==> src/rtl/fsm_count_driver.sv <==
// Serial-stream driver for a saturating 0..MAX_COUNT pulse counter: accepts a target
// count and emits the minimal 1/0 stream that moves the downstream counter onto it.
module fsm_count_driver #(
  parameter int MAX_COUNT = 8,
  parameter int W         = 4
) (
  input  logic         clk,
  input  logic         reset_n,
  input  logic         tgt_valid,
  output logic         tgt_ready,
  input  logic [W-1:0] tgt_value,
  output logic         ser_out,
  output logic [W-1:0] shadow,
  output logic         busy,
  output logic         done,
  output logic         err
);

  localparam logic [W-1:0] MAX = W'(MAX_COUNT);

  typedef enum logic [2:0] {IDLE, FILL, WRAP, LOAD, FIN} state_t;

  state_t       state, state_nxt;
  logic [W-1:0] target, target_nxt;
  logic [W-1:0] shadow_nxt;
  logic         err_q, err_nxt;
  logic         ser_nxt;

  // Shadow follows the downstream counter from the bit currently on the wire.
  always_comb begin
    shadow_nxt = shadow;
    if (ser_out && shadow < MAX)
      shadow_nxt = shadow + 1'b1;
    else if (!ser_out && shadow == MAX)
      shadow_nxt = '0;
  end

  // NOTE: every signal driven here gets a default first so no path infers a latch.
  always_comb begin
    state_nxt  = state;
    target_nxt = target;
    err_nxt    = err_q;
    unique case (state)
      IDLE: begin
        if (tgt_valid) begin
          target_nxt = tgt_value;
          err_nxt    = 1'b0;
          if (tgt_value > MAX) begin
            state_nxt = FIN;
            err_nxt   = 1'b1;
          end else if (tgt_value == shadow) begin
            state_nxt = FIN;
          end else if (tgt_value > shadow) begin
            state_nxt = LOAD;
          end else if (shadow < MAX) begin
            state_nxt = FILL;
          end else begin
            state_nxt = WRAP;
          end
        end
      end
      FILL: if (shadow_nxt == MAX) state_nxt = WRAP;
      WRAP: state_nxt = (target != '0) ? LOAD : FIN;
      LOAD: if (shadow_nxt == target) state_nxt = FIN;
      FIN: begin
        state_nxt = IDLE;
        err_nxt   = 1'b0;
      end
      default: state_nxt = IDLE;
    endcase

    // Serial bit is decoded from where the FSM is heading, so it lands one edge
    // ahead of the shadow update it causes. Outside a sequence, hold the counter.
    unique case (state_nxt)
      FILL, LOAD: ser_nxt = 1'b1;
      WRAP:       ser_nxt = 1'b0;
      default:    ser_nxt = (shadow_nxt == MAX);
    endcase
  end

  // NOTE: sequential state uses non-blocking assignments so all registers sample
  // the same pre-edge values.
  always_ff @(posedge clk or negedge reset_n) begin
    if (!reset_n) begin
      state   <= IDLE;
      target  <= '0;
      err_q   <= 1'b0;
      shadow  <= '0;
      ser_out <= 1'b0;
    end else begin
      state   <= state_nxt;
      target  <= target_nxt;
      err_q   <= err_nxt;
      shadow  <= shadow_nxt;
      ser_out <= ser_nxt;
    end
  end

  assign tgt_ready = (state == IDLE);
  assign busy      = (state == FILL) || (state == WRAP) || (state == LOAD);
  assign done      = (state == FIN);
  assign err       = (state == FIN) && err_q;

endmodule

==> config.mk <==
export PLATFORM = sky130hd
export DESIGN_NAME = fsm_count_driver
export DESIGN_NICKNAME = d
export VERILOG_FILES = /design/src/rtl/fsm_count_driver.sv
export SDC_FILE = /design/constraint.sdc
export NUM_CORES = 1
export LEC_CHECK = 0
export BUFFER_PORTS_ARGS = -buffer_cell sky130_fd_sc_hd__buf_2
export CELL_PAD_IN_SITES_DETAIL_PLACEMENT = 0
export CELL_PAD_IN_SITES_GLOBAL_PLACEMENT = 1
export CORE_ASPECT_RATIO = 1.2
export CORE_MARGIN = 1.5
export CORE_UTILIZATION = 44
export CTS_CLUSTER_DIAMETER = 100
export DETAILED_ROUTE_END_ITERATION = 10
export PLACE_DENSITY_LB_ADDON = 0.1
export SLEW_MARGIN = 30
export SYNTH_ARGS = -nofsm -noshare
export SYNTH_HDL_FRONTEND = slang
export SYNTH_SLANG_ARGS = --single-unit
export TNS_END_PERCENT = 10
==> constraint.sdc <==
create_clock -name clk -period 3.1 [get_ports clk]
set_input_delay 0.31 -clock clk [delete_from_list [all_inputs] [get_ports clk]]
set_output_delay 0.31 -clock clk [all_outputs]
set_load 0.01 [all_outputs]
* Word-level counts from Yosys, hierarchy flattened *
Index checks and enable logic that the tools add are counted.

operators by class
  add/subtract/negate cells = 1
  magnitude comparators = 3
  equality and inequality tests = 12
  muxes and demuxes = 15
  reduce and logical (&&, ||, !) cells = 12

operators with widths
  cell                                                  number
  two-way mux 3 bit                                     6
  equality test 3 x 2 -> 1 bit, second input constant   4
  one-hot mux 3 bit (4 select lines)                    1
  equality test 4 bit                                   2
  equality test 4 bit, second input constant            2
  two-way mux 4 bit                                     2
  equality test 3 x 1 -> 1 bit, second input constant   2
  adder 4 x 1 -> 4 bit, second input constant           1
  greater-than comparator 4 bit                         1
  greater-than comparator 4 bit, second input constant  1
  < comparator 4 bit, second input constant             1
  two-way mux 2 bit                                     2
  one-hot mux 1 bit (2 select lines)                    2
  AND reduction 2 bit                                   2
  nonzero test 4 bit                                    1
  equality test 3 bit, second input constant            1
  logical AND 1 bit                                     3
  zero test 3 bit                                       1
  logical OR 1 bit                                      2
  two-way mux 1 bit                                     2
  inequality test 2 bit, second input constant          1
  nonzero test 2 bit                                    1
  OR reduction 2 bit                                    1
  zero test 1 bit                                       1

word-level totals
  register bits = 13
  input port bits = 7
  output and inout bits = 9

* Depth between registers and ports, before layout *
Gate-level depths: netlist of the first run.

  depth after elaboration = 10
  mapped depth = 8
  depth with buffers taken out = 8

* Worst setup path before layout of the first run *
Ideal clock, no wire load.

  path type = register to register
  from = register shadow[0]
  to = register ser_out
  setup time = 0.132 ns
  data arrival time = 2.053 ns
  data required time = 2.968 ns
  setup slack = 0.915 ns
  stages on the path, launching flop included = 9
  clock period less this slack = 2.185 ns
  cells stage by stage = dfrtp_1 -> inv_1 -> ha_1 -> nor3b_2 -> a2111oi_4 -> xor2_1 -> a2111oi_2 -> a311o_1 -> nand4_1

on the way
  longest elaborated chain between the ends = 10
  elaborated cells between the ends (all ways) = 24
  those cells by class = add/sub (1); order compare (2); eq/ne (7); mux (11); reduce/logical (3)

ends and longest elaborated chain
  element                                                                              line        source
  start, declared                                                                      13          output logic [W-1:0] shadow,
  start signal, assigned                                                               94          shadow <= shadow_nxt;
  branches (longest 3 deep; another with < comparator 4 bit)                           -
  two-way mux 4 bit (*)                                                                32          if (ser_out && shadow < MAX)
  net shadow_nxt[1]                                                                    25          logic [W-1:0] shadow_nxt;
  equality test 4 bit (on tied branches)                                               64, 62, 77
  two-way mux 3 bit (on tied branches)                                                 64, 62
  one-hot mux 3 bit (4 select lines)                                                   43          unique case (state)
  equality test 3 x 1 -> 1 bit / equality test 3 x 2 -> 1 bit (equally long branches)  74          unique case (state_nxt)
  OR reduction 2 bit                                                                   74
  one-hot mux 1 bit (2 select lines) (*)                                               74
  net ser_nxt                                                                          27          logic ser_nxt;
  end signal, assigned                                                                 95          ser_out <= ser_nxt;
  end, declared                                                                        12          output logic ser_out,

Mark *: on every way through the listed nets, which the timed path passes.
A chain may end at the register's enable or synchronous reset.

* Worst setup path after layout of the first run *
Ends and elaborated chain as after synthesis.

==> run_results.csv, run 1 <==
group,metric,value,unit
timing,max-slew-margin-rel,0.667,
floorplan,die_w,43.4,um
setup_path,cp.arrival,2.48,ns
clocking,cts_tree,"built",
timing,period_needed,2.33,ns
routing,drt_wl_total,1.82,mm
run_status,status,"completed",
floorplan,ios,16,
global_routing,grt_pass1_wl,3.13,mm
timing,hold_viol,0,
finish,drive_above_1_share,0.284,
floorplan,dieArea,2240,sq um
clocking,clkSlewWorstSetupHoldPaths,0.07,ns
power,powerDensity,1070,nW/um^2
finish,utilization,0.538,
power,fin_total_pwr,1.07,mW
routing,vias_per_cell,5.64,
clocking,clock_path_buffers,2,
setup_path,path_class,"reg2reg",
setup_path,required,3.24,ns
clocking,cts_setup_buffers,0,
setup_path,cpLargestDelayFamily,"compound AO/OA/AOI/OAI gates",
power,leakagePower,0.456,nW
timing,worst_slew_pin_slew,0.494,ns
finish,area_growth,15.2,%
setup_path,worstPathMaxFanout,5,
synth,syn_nets,96,
timing,fmax,429,MHz
synth,yosysUniqueCellTypes,36,
setup_path,reg2reg_slack,0.77,ns
routing,postRouteAntennaNets,0,
clocking,cts_sinks,13,
setup_path,crit_path_end_kind,"flop",
synth,synth_cells,83,
placement,dp_hpwl,1.50,mm
global_routing,grt_max_degree,14,
finish,insertedDiodeCount,0,
synth,async_flop_share,1.00,
setup_path,crit_slowest_cell,"dfrtp_1",
synth,synth_warnings,0,
floorplan,die_y,51.5,um
synth,yosysTopAreaCell,"dfrtp_1",
setup_path,startpoint_type,"flop",
timing,rsz0062_at_grt,"no",
global_routing,overflow,0,
synth,ys_ff_latch,13,
global_routing,antenna_found_initial,0,
clocking,htreeDepth,1,
clocking,numCtsBuffers,3,
finish,nFillCells,179,
synth,syn_avg_cell_area,10.4,sq um
timing,clock_skew,0.00163,ns
timing,tns,0,ns
synth,syn-cell-area,863,sq um
setup_path,cpPeakStageDelay,0.43,ns
routing,drc,0,
routing,vias,683,
synth,ys_seq_area_frac,0.377,
setup_path,path_buf_inv,1,
synth,synth_edf_count,0,
placement,place_congestion,0.725,
synth,synth.top_cell.area_share,0.377,
clocking,ctsResizeCount,0,
finish,num-nets-final,116,
synth,yosys-top-cells-area,"dfrtp_1, ha_1, mux2_2",
timing,final_max_slew_viol_count,0,
clocking,cts_hold_buf,1,
timing,finalSetupViolations,0,
floorplan,fp-row-count,17,
clocking,ctsRootBufferMaster,"clkbuf_4",
global_routing,track_usage,0.196,
min_path,hold_path_class,"in2reg",
setup_path,path_cells,"inv_1 > ha_1 > nor3b_2 > a2111oi_4 > xor2_1 > a2111oi_2 > a311o_1 > nand4_1",
global_routing,grt_pass1_vias,703,
routing,drt-initial-drc-count,9,
routing,firstDrtPassIters,4,
timing,post-route-period-util,0.752,
synth,synth_top_flop_cell,"dfrtp_1",
placement,portBuffers,15,
routing,wire_per_inst,15.1,um
power,vdd_drop_max,500,uV
clocking,clock_latency,0.27,ns
floorplan,coreArea,1850,sq um
flow_run,cap_viol_max_count,0,
floorplan,floorplan.initialDensity,0.467,
==> Yosys cell counts (2+ instances only) <==
| cell | count |
|---|---|
| mux2_2 | 4 |
| nor2_1 | 5 |
| and2_1 | 3 |
| nand4_1 | 2 |
| nand2_1 | 3 |
| ha_1 | 6 |
| nand3b_1 | 2 |
| a21oi_1 | 3 |
| xor2_1 | 3 |
| nand2b_1 | 4 |
| nor2b_1 | 2 |
| dfrtp_1 | 13 |
| inv_1 | 7 |
| nand3_1 | 4 |
==> cells in the final DEF, fill, tap and decap left out, types with 2 or more instances in the layout <==
master / synthesis / final
nand4_1: 2 / 2
nand3b_1: 2 / 2
inv_1: 7 / 7
nand2b_1: 4 / 4
nand3_1: 4 / 4
dfrtp_1: 13 / 13
ha_1: 6 / 6
xor2_1: 3 / 3
nor2b_1: 2 / 2
nor2_1: 5 / 5
nand2_1: 3 / 3
buf_2: 0 / 15
a21oi_1: 3 / 3
mux2_2: 4 / 4
and2_1: 3 / 3
clkbuf_4: 0 / 3
==> path summary, 6_finish.rpt <==
kind	depth (start not counted)	endpoint	start
setup / recovery	8	ser_out	shadow[0]
hold / removal	2	target[0]	tgt_value[0]
setup reg to reg	8	ser_out	shadow[0]
hold reg to reg	2	err_q	err_q
max in group asynchronous	2	target[1]	reset_n
min in group asynchronous	2	shadow[0]	reset_n
==> final cells by class <==
type / count / area [sq um] / area share
Timing Repair Buffer: 16 / 85.1 / 0.0855
Multi-Input combinational cell: 62 / 508 / 0.511
Inverter: 7 / 26.3 / 0.0264
Clock buffer: 4 / 26.3 / 0.0264
Tap cell: 19 / 23.8 / 0.0239
Sequential cell: 13 / 325 / 0.327
==> stage by stage <==
step | setup WS, ns | hold slack, ns | cells | cell area [sq um]
5_1_grt | 0.592 | 0.315 | 121 | 995
3_3_place_gp | 0.832 | 0.220 | 116 | 958
6_report | 0.768 | 0.315 | 121 | 995
3_5_place_dp | 0.773 | 0.219 | 116 | 958
4_1_cts | 0.758 | 0.308 | 121 | 995
2_1_floorplan | 0.915 | 0.0144 | 83 | 863
==> flip-flops by register name, summed over array words and instances, names as in the netlist <==
signal / flops
shadow: 4
target: 4
state: 3
err_q: 1
ser_out: 1
==> logic make-up after synthesis <==
| group | share of synthesized area |
|---|---|
| simple gates | 0.232 |
| flops | 0.377 |
| xor+xnor | 0.0725 |
| mux | 0.0638 |
| fa+ha+maj | 0.0870 |
| buf+inv | 0.0348 |
| compound gates | 0.133 |
==> layer usage <==
| layer | global-route usage | vias to the layer above | share of wire |
|---|---|---|---|
| li1 | - | 333 | - |
| met1 | 0.241 | 322 | 0.43 |
| met2 | 0.331 | 18 | 0.51 |
| met3 | 0.0208 | 10 | 0.025 |
| met4 | 0.111 | 0 | 0.035 |
| met5 | 0 | - | 0 |
==> report_power, final <==
group          switching (mW)  internal, mW
clock network          0.0511        0.0498
registers               0.108         0.256
logic                   0.313         0.288
Power figures use the tool's default switching activity.
==> run 2, diff against run 1 <==
--- a/config.mk
+++ b/config.mk
@@ -10,7 +10,7 @@
 export CELL_PAD_IN_SITES_GLOBAL_PLACEMENT = 1
 export CORE_ASPECT_RATIO = 1.2
 export CORE_MARGIN = 1.5
-export CORE_UTILIZATION = 44
+export CORE_UTILIZATION = 37
 export CTS_CLUSTER_DIAMETER = 100
 export DETAILED_ROUTE_END_ITERATION = 10
 export PLACE_DENSITY_LB_ADDON = 0.1
==> constraint.sdc (replaced) <==
create_clock -name clk -period 1.9 [get_ports clk]
set_input_delay 0.19 -clock clk [delete_from_list [all_inputs] [get_ports clk]]
set_output_delay 0.19 -clock clk [all_outputs]
set_load 0.01 [all_outputs]
==> run_results.csv, run 2 (synthesis gave the netlist of run 1 again) <==
group,metric,value,unit
placement,portBuffers,15,
power,switching_power,0.806,mW
floorplan,dieArea,2630,sq um
run_status,violations,"setup timing",
setup_path,crit_slowest_cell,"dfrtp_2",
floorplan,floorplan.initialDensity,0.382,
finish,ff_latch_area,328,sq um
routing,vias,726,
clocking,numCtsBuffers,3,
floorplan,die_y,55.9,um
timing,fmax,494,MHz
clocking,cts_tree,"built",
finish,insertedDiodeCount,0,
placement,place_congestion,0.755,
finish,nFillCells,237,
routing,vias_per_cell,4.94,
setup_path,cp.arrival,2.17,ns
global_routing,overflow,0,
placement,dpl_cell_area,1080,sq um
setup_path,cpLargestDelayFamily,"compound AO/OA/AOI/OAI gates",
setup_path,path_class,"reg2reg",
global_routing,track_usage,0.184,
floorplan,coreArea,2260,sq um
power,leakagePower,0.521,nW
global_routing,grt_pass1_vias,787,
power,p_int,1.16,mW
clocking,clkSlewWorstSetupHoldPaths,0.08,ns
placement,dp_hpwl,1.58,mm
power,p_seq_frac,0.285,
floorplan,die_w,47.1,um
finish,final_common_cell,"buf_2",
setup_path,startpoint_type,"flop",
finish,reg_top3,"shadow x4, target x4, state x3",
timing,hold_viol,0,
global_routing,antenna_found_initial,0,
power,pwr-share-clk,0.085,
global_routing,grt_max_degree,14,
flow_run,cap_viol_max_count,0,
routing,drt_wl_total,1.86,mm
timing,clock_skew,0.00285,ns
setup_path,path_buf_inv,1,
timing,post-route-period-util,1.06,
global_routing,grt_pass1_wl,3.48,mm
routing,postRouteAntennaNets,0,
finish,multiInputGateArea,508,sq um
timing,post-route-worst-setup-slack,-0.123,ns
floorplan,fp-row-count,19,
timing,finalSetupViolations,4,
setup_path,cpPeakStageDelay,0.36,ns
floorplan,ios,16,
routing,firstDrtPassIters,4,
timing,worst_slew_pin_slew,0.448,ns
clocking,clock_latency,0.27,ns
setup_path,required,2.05,ns
clocking,htreeDepth,1,
setup_path,worstPathMaxFanout,3,
routing,wire_per_inst,12.7,um
run_status,status,"complete, but fails checks",
power,powerDensity,1760,nW/um^2
finish,postLayoutCellArea,1120,sq um
setup_path,crit_path_end_kind,"flop",
finish,num-nets-final,130,
finish,drive_above_1_share,0.405,
timing,period_needed,2.02,ns
clocking,ctsResizeCount,0,
min_path,hold_path_class,"in2reg",
clocking,cts_setup_buffers,0,
timing,hold_ws,0.184,ns
timing,final_max_slew_viol_count,0,
clocking,cts_sinks,13,
power,switching_share,0.409,
setup_path,path_cells,"inv_2 > ha_1 > and4bb_2 > a2111oi_4 > xor2_1 > a2111oi_2 > a311o_1 > nand4_1",
clocking,ctsRootBufferMaster,"clkbuf_4",
power,pwr-share-comb,0.630,
clocking,clock_path_buffers,2,
finish,area_growth,29.4,%
routing,drc,0,
power,fin_total_pwr,1.97,mW
finish,most-common-layout-cells,"buf_2, buf_4, dfrtp_1",
routing,drt-initial-drc-count,7,
power,vdd_drop_max,946,uV
timing,rsz0062_at_grt,"yes",
timing,max-slew-margin-rel,0.699,
==> run 2: cell count changes in the layout (fill, tap and decap cells not counted), sizes merged <==
cell / before / now
buf: 15 / 29
==> run 2: worst paths after layout <==
kind	startpoint	endpoint	slack, ns	cells past startpoint
max in group asynchronous	reset_n	shadow[0]	1.33	2
worst max-delay path	shadow[0]	ser_out	-0.12	8
worst min register to register	err_q	err_q	0.54	2
worst max register to register	shadow[0]	ser_out	-0.12	8
min in group asynchronous	reset_n	shadow[1]	0.33	2
worst min-delay path	tgt_value[0]	target[0]	0.18	2
==> run 2: worst register-to-register path, cell delays in order (launching register included) <==
cell and delay (ns):
dfrtp_2 0.36, inv_2 0.04, ha_1 0.21, and4bb_2 0.27, a2111oi_4 0.26, xor2_1 0.13
a2111oi_2 0.28, a311o_1 0.27, nand4_1 0.09
==> run 2: power groups by stage <==
stage          combinational, mW  sequential [mW]  clock (mW)
6_report                    1.24            0.561       0.167
5_1_grt                     1.40            0.591       0.190
4_1_cts                     1.26            0.564       0.175
3_5_place_dp                1.25            0.572           0
3_3_place_gp                1.23            0.571           0
2_1_floorplan              0.742            0.578           0
==> run 2: cell type report <==
type | count | area share
repair buffers | 30 | 0.170
well taps | 31 | 0.0347
flip-flops and latches | 13 | 0.293
multi-input cells | 62 | 0.455
clock buffers | 4 | 0.0235
inverters | 7 | 0.0235
==> run 2: per-layer routing <==
layer | global-route usage | up-vias | wire [um]
met5 | 0 | - | 0
met2 | 0.321 | 11 | 972
met3 | 0.0195 | 2 | 34
met4 | 0.0833 | 0 | 14
met1 | 0.212 | 354 | 840
li1 | - | 359 | -
==> run 2: through the flow <==
| stage | cells | worst slack (ns) | TNS, ns | util |
|---|---|---|---|---|
| after floorplan | 83 | -0.104 | -0.288 | - |
| after global placement | 142 | -0.0854 | -0.225 | 0.479 |
| after detailed placement | 142 | -0.129 | -0.362 | 0.479 |
| after CTS | 147 | -0.138 | -0.428 | 0.495 |
| after global routing | 147 | -0.288 | -0.963 | 0.495 |
| final | 147 | -0.123 | -0.351 | 0.495 |
==> run 2: repair_timing <==
action,4_1_cts,5_1_grt
cloned,0,0
hold buffers,1,0
setup endpoints to repair,4,4
pin swaps,1,0
endpoints found under the hold margin,13,0
==> run 3, diff against run 2 <==
--- a/config.mk
+++ b/config.mk
@@ -6,14 +6,12 @@
 export NUM_CORES = 1
 export LEC_CHECK = 0
 export BUFFER_PORTS_ARGS = -buffer_cell sky130_fd_sc_hd__buf_2
-export CELL_PAD_IN_SITES_DETAIL_PLACEMENT = 0
-export CELL_PAD_IN_SITES_GLOBAL_PLACEMENT = 1
 export CORE_ASPECT_RATIO = 1.2
 export CORE_MARGIN = 1.5
-export CORE_UTILIZATION = 37
+export CORE_UTILIZATION = 48
 export CTS_CLUSTER_DIAMETER = 100
 export DETAILED_ROUTE_END_ITERATION = 10
-export PLACE_DENSITY_LB_ADDON = 0.1
+export PLACE_DENSITY = 0.73
 export SLEW_MARGIN = 30
 export SYNTH_ARGS = -nofsm -noshare
 export SYNTH_HDL_FRONTEND = slang
==> run_results.csv, run 3 (synthesis gave the netlist of run 1 again) <==
group,metric,value,unit
floorplan,coreArea,1660,sq um
timing,hold_ws,0.182,ns
global_routing,track_usage,0.202,
floorplan,die_w,41.7,um
timing,clock_skew,0.00158,ns
power,switching_share,0.426,
power,pwr-share-comb,0.618,
timing,rsz0062_at_grt,"yes",
finish,final_common_cell,"buf_2",
flow_run,cap_viol_max_count,0,
routing,wire_per_inst,14.4,um
clocking,htreeDepth,1,
power,powerDensity,1790,nW/um^2
routing,drc,0,
finish,nFillCells,142,
setup_path,crit_path_end_kind,"flop",
clocking,clock_latency,0.27,ns
clocking,cts_sinks,13,
placement,place_congestion,0.840,
power,p_seq_frac,0.296,
floorplan,dieArea,2060,sq um
timing,period_needed,2.03,ns
routing,vias,699,
power,pwr-share-clk,0.086,
setup_path,path_class,"reg2reg",
timing,post-route-worst-setup-slack,-0.125,ns
min_path,hold_path_class,"in2reg",
floorplan,die_y,49.5,um
power,vdd_drop_max,882,uV
finish,utilization,0.643,
routing,postRouteAntennaNets,0,
routing,firstDrtPassIters,3,
power,leakagePower,0.492,nW
setup_path,worstPathMaxFanout,3,
global_routing,overflow,0,
run_status,violations,"setup timing",
global_routing,grt_pass1_wl,3.21,mm
clocking,clock_path_buffers,2,
run_status,status,"complete, but fails checks",
clocking,numCtsBuffers,3,
timing,fmax,494,MHz
timing,max-slew-margin-rel,0.730,
global_routing,grt_pass1_vias,739,
timing,final_max_slew_viol_count,0,
setup_path,cp.arrival,2.17,ns
routing,drt_wl_total,1.84,mm
floorplan,floorplan.initialDensity,0.520,
setup_path,required,2.04,ns
setup_path,startpoint_type,"flop",
routing,vias_per_cell,5.46,
clocking,ctsRootBufferMaster,"clkbuf_4",
timing,hold_viol,0,
finish,num-nets-final,124,
finish,reg_top3,"shadow x4, target x4, state x3",
routing,drt-initial-drc-count,6,
global_routing,grt_max_degree,14,
finish,area_growth,23.8,%
global_routing,antenna_found_initial,0,
floorplan,fp-row-count,16,
timing,worst_slew_pin_slew,0.401,ns
floorplan,ios,16,
power,switching_power,0.816,mW
clocking,cts_tree,"built",
placement,dp_hpwl,1.46,mm
clocking,clkSlewWorstSetupHoldPaths,0.07,ns
finish,drive_above_1_share,0.382,
placement,portBuffers,15,
placement,dpl_worst_slack,-0.139,ns
power,p_int,1.10,mW
finish,insertedDiodeCount,0,
finish,most-common-layout-cells,"buf_2, dfrtp_1, buf_4",
timing,post-route-period-util,1.07,
timing,finalSetupViolations,3,
[run 3: what timing repair did]
item,CTS,global route
hold buffers,1,0
pin swaps,0,2
resized for setup,1,0
setup buffers,0,0
setup endpoints to repair,4,4
endpoints found under the hold margin,13,0
[run 3: power by group through the flow]
stage / clock network [mW] / registers, mW / logic [mW]
4_1_cts: 0.169 / 0.565 / 1.18
3_3_place_gp: 0 / 0.564 / 1.11
6_report: 0.164 / 0.567 / 1.18
5_1_grt: 0.182 / 0.585 / 1.30
2_1_floorplan: 0 / 0.578 / 0.742
3_5_place_dp: 0 / 0.569 / 1.15
[run 3: worst max-delay path: stages, from the launching register on]
cell       delay [ns]
dfrtp_2          0.37
inv_2            0.05
ha_4             0.26
nor3b_2          0.05
a2111oi_4        0.39
xor2_1           0.13
a2111oi_2        0.28
a311o_1          0.27
nand4_1          0.10
[run 3: layout make-up]
class	count	area, sq um	area share
well taps	18	22.5	0.0211
flip-flops and latches	13	328	0.307
inverters	7	26.3	0.0246
multi-input cells	62	520	0.487
repair buffers	24	145	0.136
clock buffers	4	26.3	0.0246
[run 3: final timing paths]
check	startpoint	cells after the start	to	slack, ns
setup / recovery	shadow[1]	8	ser_out	-0.13
setup reg to reg	shadow[1]	8	ser_out	-0.13
hold reg to reg	err_q	2	err_q	0.55
hold / removal	tgt_value[0]	2	target[0]	0.18
max in group asynchronous	reset_n	2	shadow[0]	1.30
min in group asynchronous	reset_n	2	state[2]	0.36
[run 3: per-stage QoR]
step / cells / power [mW] / instance area [sq um] / setup TNS [ns]
4_1_cts: 128 / 1.91 / 1070 / -0.291
3_3_place_gp: 123 / 1.67 / 1020 / -0.140
5_1_grt: 128 / 2.07 / 1070 / -0.880
6_report: 128 / 1.91 / 1070 / -0.312
3_5_place_dp: 123 / 1.71 / 1020 / -0.363
2_1_floorplan: 83 / 1.32 / 866 / -0.288
[run 3: routing by layer]
layer	part of all wire	track usage
met1	0.44	0.238
met2	0.52	0.359
met3	0.026	0.0256
met4	0.015	0.0914
met5	0	0
